File: config.mk
export PLATFORM = sky130hd
export DESIGN_NAME = bb_integrate_dump
export DESIGN_NICKNAME = d
export VERILOG_FILES = /design/src/rtl/bb_pkg.sv /design/src/rtl/chip_fifo.sv /design/src/rtl/bb_integrate_dump.sv
export SDC_FILE = /design/constraint.sdc
export NUM_CORES = 1
export LEC_CHECK = 0
export ABC_AREA = 1
export CAP_MARGIN = 20
export CORE_MARGIN = 3
export CORE_UTILIZATION = 55
export DETAILED_ROUTE_END_ITERATION = 6
export MAX_ROUTING_LAYER = met4
export PLACE_DENSITY_LB_ADDON = 0.3
export SETUP_SLACK_MARGIN = 0.2
export SLEW_MARGIN = 20
export SYNTH_ARGS = -nofsm -noshare
export SYNTH_HDL_FRONTEND = slang
export SYNTH_HIERARCHICAL = 1
export SYNTH_SLANG_ARGS = --single-unit
File: constraint.sdc
create_clock -name clk -period 4.4 [get_ports clk]
set_input_delay 1.32 -clock clk [delete_from_list [all_inputs] [get_ports clk]]
set_output_delay 1.32 -clock clk [all_outputs]
set_load 0.02 [all_outputs]
File: src/rtl/bb_pkg.sv
// -----------------------------------------------------------------------------
// bb_pkg
// Shared definitions for the baseband integrate-and-dump block.
//   BB_W          : width of the demodulator I/Q samples (two's complement)
//   ACC_W         : width of the chip accumulators and chip outputs
//   DECIM_DEFAULT : default number of samples integrated per chip
//   DECIM_MAX     : largest supported decimation (sizes the sample counter)
//   state_t       : integrator FSM states
//   chip_t        : one integrated I/Q chip, as stored in the output FIFO
//   sext_bb()     : sign-extends one sample to accumulator width
// -----------------------------------------------------------------------------
package bb_pkg;

    localparam int BB_W          = 9;
    localparam int ACC_W         = 13;
    localparam int DECIM_DEFAULT = 4;
    localparam int DECIM_MAX     = 16;
    localparam int CNT_W         = $clog2(DECIM_MAX);
    localparam int CHIP_W        = 2 * ACC_W;

    typedef enum logic {
        IDLE  = 1'b0,
        ACCUM = 1'b1
    } state_t;

    typedef struct packed {
        logic signed [ACC_W-1:0] i;
        logic signed [ACC_W-1:0] q;
    } chip_t;

    // 16 samples of -256 sum to -4096, which is exactly the 13-bit minimum,
    // so widening to ACC_W is all that is needed; no saturation logic.
    function automatic logic signed [ACC_W-1:0] sext_bb(input logic [BB_W-1:0] x);
        return {{(ACC_W-BB_W){x[BB_W-1]}}, x};
    endfunction

endpackage

File: src/rtl/chip_fifo.sv
// -----------------------------------------------------------------------------
// chip_fifo
// Small synchronous FIFO holding integrated chips until the consumer takes them.
// The head entry is presented combinationally from storage.
//   clk, reset  : clock and synchronous active-high reset
//   push_valid  : write push_data this cycle (accepted if not full, or if a pop
//                 happens in the same cycle)
//   push_data   : entry to write
//   pop_ready   : consumer takes the head entry (ignored while empty)
//   pop_data    : head entry
//   full, empty : occupancy flags
// -----------------------------------------------------------------------------
module chip_fifo
    import bb_pkg::*;
#(
    parameter int DEPTH = 2,
    parameter int W     = CHIP_W
) (
    input  logic         clk,
    input  logic         reset,
    input  logic         push_valid,
    input  logic [W-1:0] push_data,
    input  logic         pop_ready,
    output logic [W-1:0] pop_data,
    output logic         full,
    output logic         empty
);

    localparam int PTR_W = (DEPTH > 1) ? $clog2(DEPTH) : 1;
    localparam int OCC_W = $clog2(DEPTH + 1);

    logic [W-1:0]     mem [DEPTH];
    logic [PTR_W-1:0] rd_ptr;
    logic [PTR_W-1:0] wr_ptr;
    logic [OCC_W-1:0] count;
    logic             do_push;
    logic             do_pop;

    function automatic logic [PTR_W-1:0] ptr_inc(input logic [PTR_W-1:0] p);
        return (p == PTR_W'(DEPTH - 1)) ? '0 : p + PTR_W'(1);
    endfunction

    assign full     = (count == OCC_W'(DEPTH));
    assign empty    = (count == '0);
    assign do_pop   = pop_ready && !empty;
    // When full, a simultaneous pop frees the slot the write pointer already
    // points at, so the push can land in the same cycle.
    assign do_push  = push_valid && (!full || do_pop);
    assign pop_data = mem[rd_ptr];

    // NOTE: sequential state uses non-blocking assignments so every register
    // samples the pre-edge values, independent of statement order.
    always_ff @(posedge clk) begin
        if (reset) begin
            rd_ptr <= '0;
            wr_ptr <= '0;
            count  <= '0;
            // NOTE: storage is reset too (only DEPTH words) so the head, and
            // hence the chip outputs, read zero straight after reset.
            for (int k = 0; k < DEPTH; k++) begin
                mem[k] <= '0;
            end
        end else begin
            if (do_push) begin
                mem[wr_ptr] <= push_data;
                wr_ptr      <= ptr_inc(wr_ptr);
            end
            if (do_pop) begin
                rd_ptr <= ptr_inc(rd_ptr);
            end
            count <= count + OCC_W'(do_push) - OCC_W'(do_pop);
        end
    end

endmodule

File: src/rtl/bb_integrate_dump.sv
// -----------------------------------------------------------------------------
// bb_integrate_dump
// Integrates DECIM consecutive demodulator samples into one I/Q chip and queues
// the chips in a 2-entry FIFO for the downstream consumer.
//   clk, reset  : clock and synchronous active-high reset (highest priority)
//   demod_rdy   : I_BB/Q_BB valid strobe
//   I_BB, Q_BB  : 9-bit two's complement baseband samples
//   sync_clr    : restart chip accumulation (chip-phase realignment); a sample
//                 arriving with it becomes the first sample of the new chip
//   I_CHIP, Q_CHIP : 13-bit integrated chip at the FIFO head
//   chip_valid  : FIFO head holds a chip
//   chip_ready  : consumer takes the head when chip_valid is also high
//   overflow    : sticky; set when a chip is dropped because the FIFO was full
// DECIM must lie in 2..16; FIFO_DEPTH is expected to stay at 2.
// -----------------------------------------------------------------------------
module bb_integrate_dump
    import bb_pkg::*;
#(
    parameter int DECIM      = DECIM_DEFAULT,
    parameter int FIFO_DEPTH = 2
) (
    input  logic              clk,
    input  logic              reset,
    input  logic              demod_rdy,
    input  logic [BB_W-1:0]   I_BB,
    input  logic [BB_W-1:0]   Q_BB,
    input  logic              sync_clr,
    output logic [ACC_W-1:0]  I_CHIP,
    output logic [ACC_W-1:0]  Q_CHIP,
    output logic              chip_valid,
    input  logic              chip_ready,
    output logic              overflow
);

    state_t                  state, state_next;
    logic [CNT_W-1:0]        cnt, cnt_next;
    logic signed [ACC_W-1:0] acc_i, acc_i_next;
    logic signed [ACC_W-1:0] acc_q, acc_q_next;
    logic signed [ACC_W-1:0] sample_i, sample_q;
    logic                    dump;
    chip_t                   dump_chip;
    chip_t                   head;
    logic                    fifo_full;
    logic                    fifo_empty;
    logic                    chip_pop;

    assign sample_i = sext_bb(I_BB);
    assign sample_q = sext_bb(Q_BB);

    // ---------------------------------------------------------------------
    // Integrator state register
    // ---------------------------------------------------------------------
    always_ff @(posedge clk) begin
        if (reset) begin
            state <= IDLE;
            cnt   <= '0;
            acc_i <= '0;
            acc_q <= '0;
        end else begin
            state <= state_next;
            cnt   <= cnt_next;
            acc_i <= acc_i_next;
            acc_q <= acc_q_next;
        end
    end

    // ---------------------------------------------------------------------
    // Next-state and dump decision
    // ---------------------------------------------------------------------
    // NOTE: every output of this block gets a default first, so no path can
    // leave a signal unassigned and infer a latch.
    always_comb begin
        state_next  = state;
        cnt_next    = cnt;
        acc_i_next  = acc_i;
        acc_q_next  = acc_q;
        dump        = 1'b0;
        dump_chip.i = acc_i + sample_i;
        dump_chip.q = acc_q + sample_q;

        // IDLE only marks "no sample seen since reset"; once a sample arrives
        // the integrator stays in ACCUM until the next reset.
        unique case (state)
            IDLE:    if (demod_rdy) state_next = ACCUM;
            ACCUM:   state_next = ACCUM;
            default: state_next = IDLE;
        endcase

        if (sync_clr) begin
            // Realignment discards the partial chip; a coincident sample
            // starts the new chip rather than completing the old one.
            if (demod_rdy) begin
                acc_i_next = sample_i;
                acc_q_next = sample_q;
                cnt_next   = CNT_W'(1);
            end else begin
                acc_i_next = '0;
                acc_q_next = '0;
                cnt_next   = '0;
            end
        end else if (demod_rdy) begin
            if (cnt == CNT_W'(DECIM - 1)) begin
                dump       = 1'b1;
                acc_i_next = '0;
                acc_q_next = '0;
                cnt_next   = '0;
            end else begin
                acc_i_next = acc_i + sample_i;
                acc_q_next = acc_q + sample_q;
                cnt_next   = cnt + CNT_W'(1);
            end
        end
    end

    // ---------------------------------------------------------------------
    // Output buffer
    // ---------------------------------------------------------------------
    chip_fifo #(
        .DEPTH (FIFO_DEPTH),
        .W     (CHIP_W)
    ) u_chip_fifo (
        .clk        (clk),
        .reset      (reset),
        .push_valid (dump),
        .push_data  (dump_chip),
        .pop_ready  (chip_ready),
        .pop_data   (head),
        .full       (fifo_full),
        .empty      (fifo_empty)
    );

    assign chip_valid = !fifo_empty;
    assign chip_pop   = chip_valid && chip_ready;
    assign I_CHIP     = head.i;
    assign Q_CHIP     = head.q;

    // A chip is lost only when the FIFO is full and nothing leaves this cycle.
    always_ff @(posedge clk) begin
        if (reset) begin
            overflow <= 1'b0;
        end else if (dump && fifo_full && !chip_pop) begin
            overflow <= 1'b1;
        end
    end

endmodule

==> run_results.csv <==
group,metric,value,unit
run_status,run_status,"complete, no violations",
detailed_routing,drt_wl_total,11730,um
cts,clockBufferDepth,2,
logic_synthesis,synth.most_common_cell,"nand2_1",
timing,hold_viol_final,0,
timing,maxSlewHeadroom,0.3466,
pwr,clock_power_share,0.253,
cts,cts_resized,0,
detailed_routing,drt_pre_antenna_iters,5,
cells_and_area,diodes,0,
setup_path,rr_worst_depth,8,
logic_synthesis,synthTopCellsByCount,"nand2_1 (162), inv_1 (101), nor2_1 (82)",
cts,clock_latency,0.36,ns
timing,period_share,0.7447,
floorplanning,fp.dieW,104.8,um
setup_path,crit_arrival,1.96,ns
floorplanning,die_y,104.8,um
pwr,p_sw,0.0007221,W
pwr,p_sw_frac,0.3446,
pwr,total_power,0.002096,W
logic_synthesis,netlist_top_cells_area,"edfxtp_1 (29%), dfxtp_1 (13%), nand2_1 (11%)",
grt,grt_max_degree,46,
timing,setup_violations,0,
logic_synthesis,synth_nets,720,
place,port_buffers,50,
cts,clk_transition_reported_paths,0.10,ns
logic_synthesis,synthCells,669,
logic_synthesis,synthFlopType,"edfxtp_1",
cells_and_area,regArea,0.002282,mm^2
timing,timing.final.crit_period,3.277,ns
detailed_routing,post_drt_wl_per_cell,13.70,um
logic_synthesis,ys_async_sr_fraction,0,
logic_synthesis,synth_cell_type_count,33,
place,placed_area,0.005983,mm^2
pwr,pwr_density_cell,340.1,mW/mm^2
grt,grt_pass1_wl,19550,um
detailed_routing,ant_nets,0,
cells_and_area,final_nets,773,
min_path,min_path_cells,2,
logic_synthesis,synth_area,0.005365,mm^2
cts,cts_buffers,9,
cells_and_area,multi_input_area,0.002577,mm^2
detailed_routing,drt_iter0_markers,332,
floorplanning,initial_utilization,0.5725,
setup_path,r2r_setup_slack,2.22,ns
cts,cts.sinks,88,
logic_synthesis,seq_area_frac_synth,0.4254,
detailed_routing,avgViaCountPerCell,5.121,
timing,fmax,305.2,MHz
cells_and_area,design_area,0.006162,mm^2
run,maxCapViolations,0,
timing,fin_hold_ws,0.4877,ns
setup_path,cp_max_fo,26,
cts,htree_levels,3,
detailed_routing,dr_total_vias,4384,
floorplanning,ios,51,
cells_and_area,nFillCells,806,
pwr,max-vdd-ir-drop,0.2282,mV
cells_and_area,synthToLayoutAreaGrowth,14.86,%
pwr,combPwrFrac,0.299,
timing,slew_violations,0,
timing,fin_tns_setup,0,ns
grt,track_usage,0.2228,
cts,postCtsSetupBuffers,0,
floorplanning,die_area,0.01098,mm^2
cts,tritoncts,"done",
grt,first_global_vias,4114,
logic_synthesis,synth_top_area_cell,"edfxtp_1",
setup_path,start_kind,"flop",
min_path,hold_class,"reg2reg",
grt,antenna_found_initial,0,
pwr,p_int,0.001373,W
logic_synthesis,ys_seq_elements,88,
logic_synthesis,yosysWarnings,6,
setup_path,required,3.08,ns
cells_and_area,drive_gt1_frac,0.1114,
place,dp_hpwl,8535,um
setup_path,worstSetupEndpointType,"primary output",
floorplanning,core-area,0.009371,mm^2
floorplanning,core.rowCount,35,
cts,clock_tree.root_cell,"clkbuf_8",
logic_synthesis,syn_area_per_cell,8.020,um^2
setup_path,critPathKind,"reg2out",
timing,worst_pin_slew,0.9790,ns
grt,grt_overflow,0,
timing,finClkSkew,0.01419,ns
pwr,p_leak,2.893,nW
logic_synthesis,synth_top_area_share,0.2910,
place,place.gp.congestion,0.9596,
cts,cts_hold_buf,0,
timing,rsz0062_at_grt,"false",
logic_synthesis,synth_edf_count,52,
detailed_routing,post-route-drc-count,0,
pwr,p_seq_frac,0.449,
-- final timing paths --
path,endpoint,start
hold reg to reg,overflow,overflow
hold / removal,overflow,overflow
setup / recovery,Q_CHIP[6],flop
setup reg to reg,u_chip_fifo/mem[1][5],cnt[0]
-- worst max-delay path, cell delays in order, from the launching register on --
cell and delay, ns:
dfxtp_1 0.32, buf_4 0.32, mux2_2 0.40, clkdlybuf4s50_1 0.54
-- power groups by stage --
stage	clock, W	sequential (W)	combinational, W
finish	0.000529	0.000941	0.000626
global route	0.000558	0.000945	0.000699
CTS	0.000536	0.000940	0.000624
floorplan	0	0.000953	0.000438
detailed placement	0	0.000959	0.000620
global placement	0	0.000956	0.000609
-- metal layers --
metal	vias to the layer above	routed length (um)	track usage
met5	-	0	-
met3	15	594	0.04138
met1	1999	5609	0.3030
met2	120	5381	0.3465
li1	2250	-	-
met4	0	141	0.05717
-- cell type report --
type / instances / area share
clock buffer: 9 / 0.02010
clock inverter: 7 / 0.008934
inverter: 107 / 0.06518
multi-input combinational: 458 / 0.4183
sequential: 88 / 0.3704
tap: 129 / 0.02619
timing repair buffer: 58 / 0.09096
-- sequential cells by signal, indices dropped and copies added, names as in the netlist, named ones only --
| name | cells |
|---|---|
| acc_i | 13 |
| cnt | 4 |
| u_chip_fifo/rd_ptr | 1 |
| acc_q | 13 |
| u_chip_fifo/wr_ptr | 1 |
| u_chip_fifo/count | 2 |
| u_chip_fifo/mem | 52 |
| overflow | 1 |
-- cells in the final DEF, fill, tap and decap left out, types with 3 or more instances in the layout --
cell	n
a21oi_1	25
a31oi_1	11
and2_1	12
buf_4	8
clkbuf_8	9
clkdlybuf4s50_1	50
clkinv_1	3
clkinvlp_4	3
dfxtp_1	36
edfxtp_1	52
ha_1	26
inv_1	101
inv_2	4
mux2_2	26
nand2_1	162
nand2_2	11
nand3_1	35
nand4_1	8
nor2_1	82
nor2_2	3
o21ai_0	28
or2_2	4
xor2_1	8
xor2_2	4
-- cell families after synthesis --
kind of cell	count (synthesis)	synth area share
and+or+nand+nor	325	0.2656
buffers and inverters	123	0.09421
DFF	88	0.4254
AOI/OAI and AO/OA	65	0.06367
adders and majority gates	28	0.06810
muxes	26	0.05457
xor gates and xnor gates	14	0.02845
-- per-stage QoR --
step | worst slack [ns] | utilization | cells
final | 1.123 | 0.6575 | 856
after global routing | 1.068 | 0.6575 | 856
after CTS | 1.106 | 0.6575 | 856
after detailed placement | 0.8618 | 0.6385 | 840
after global placement | 0.8867 | 0.6385 | 840
after floorplan | 0.7064 | - | 669
(Power assumes the default switching activity.)
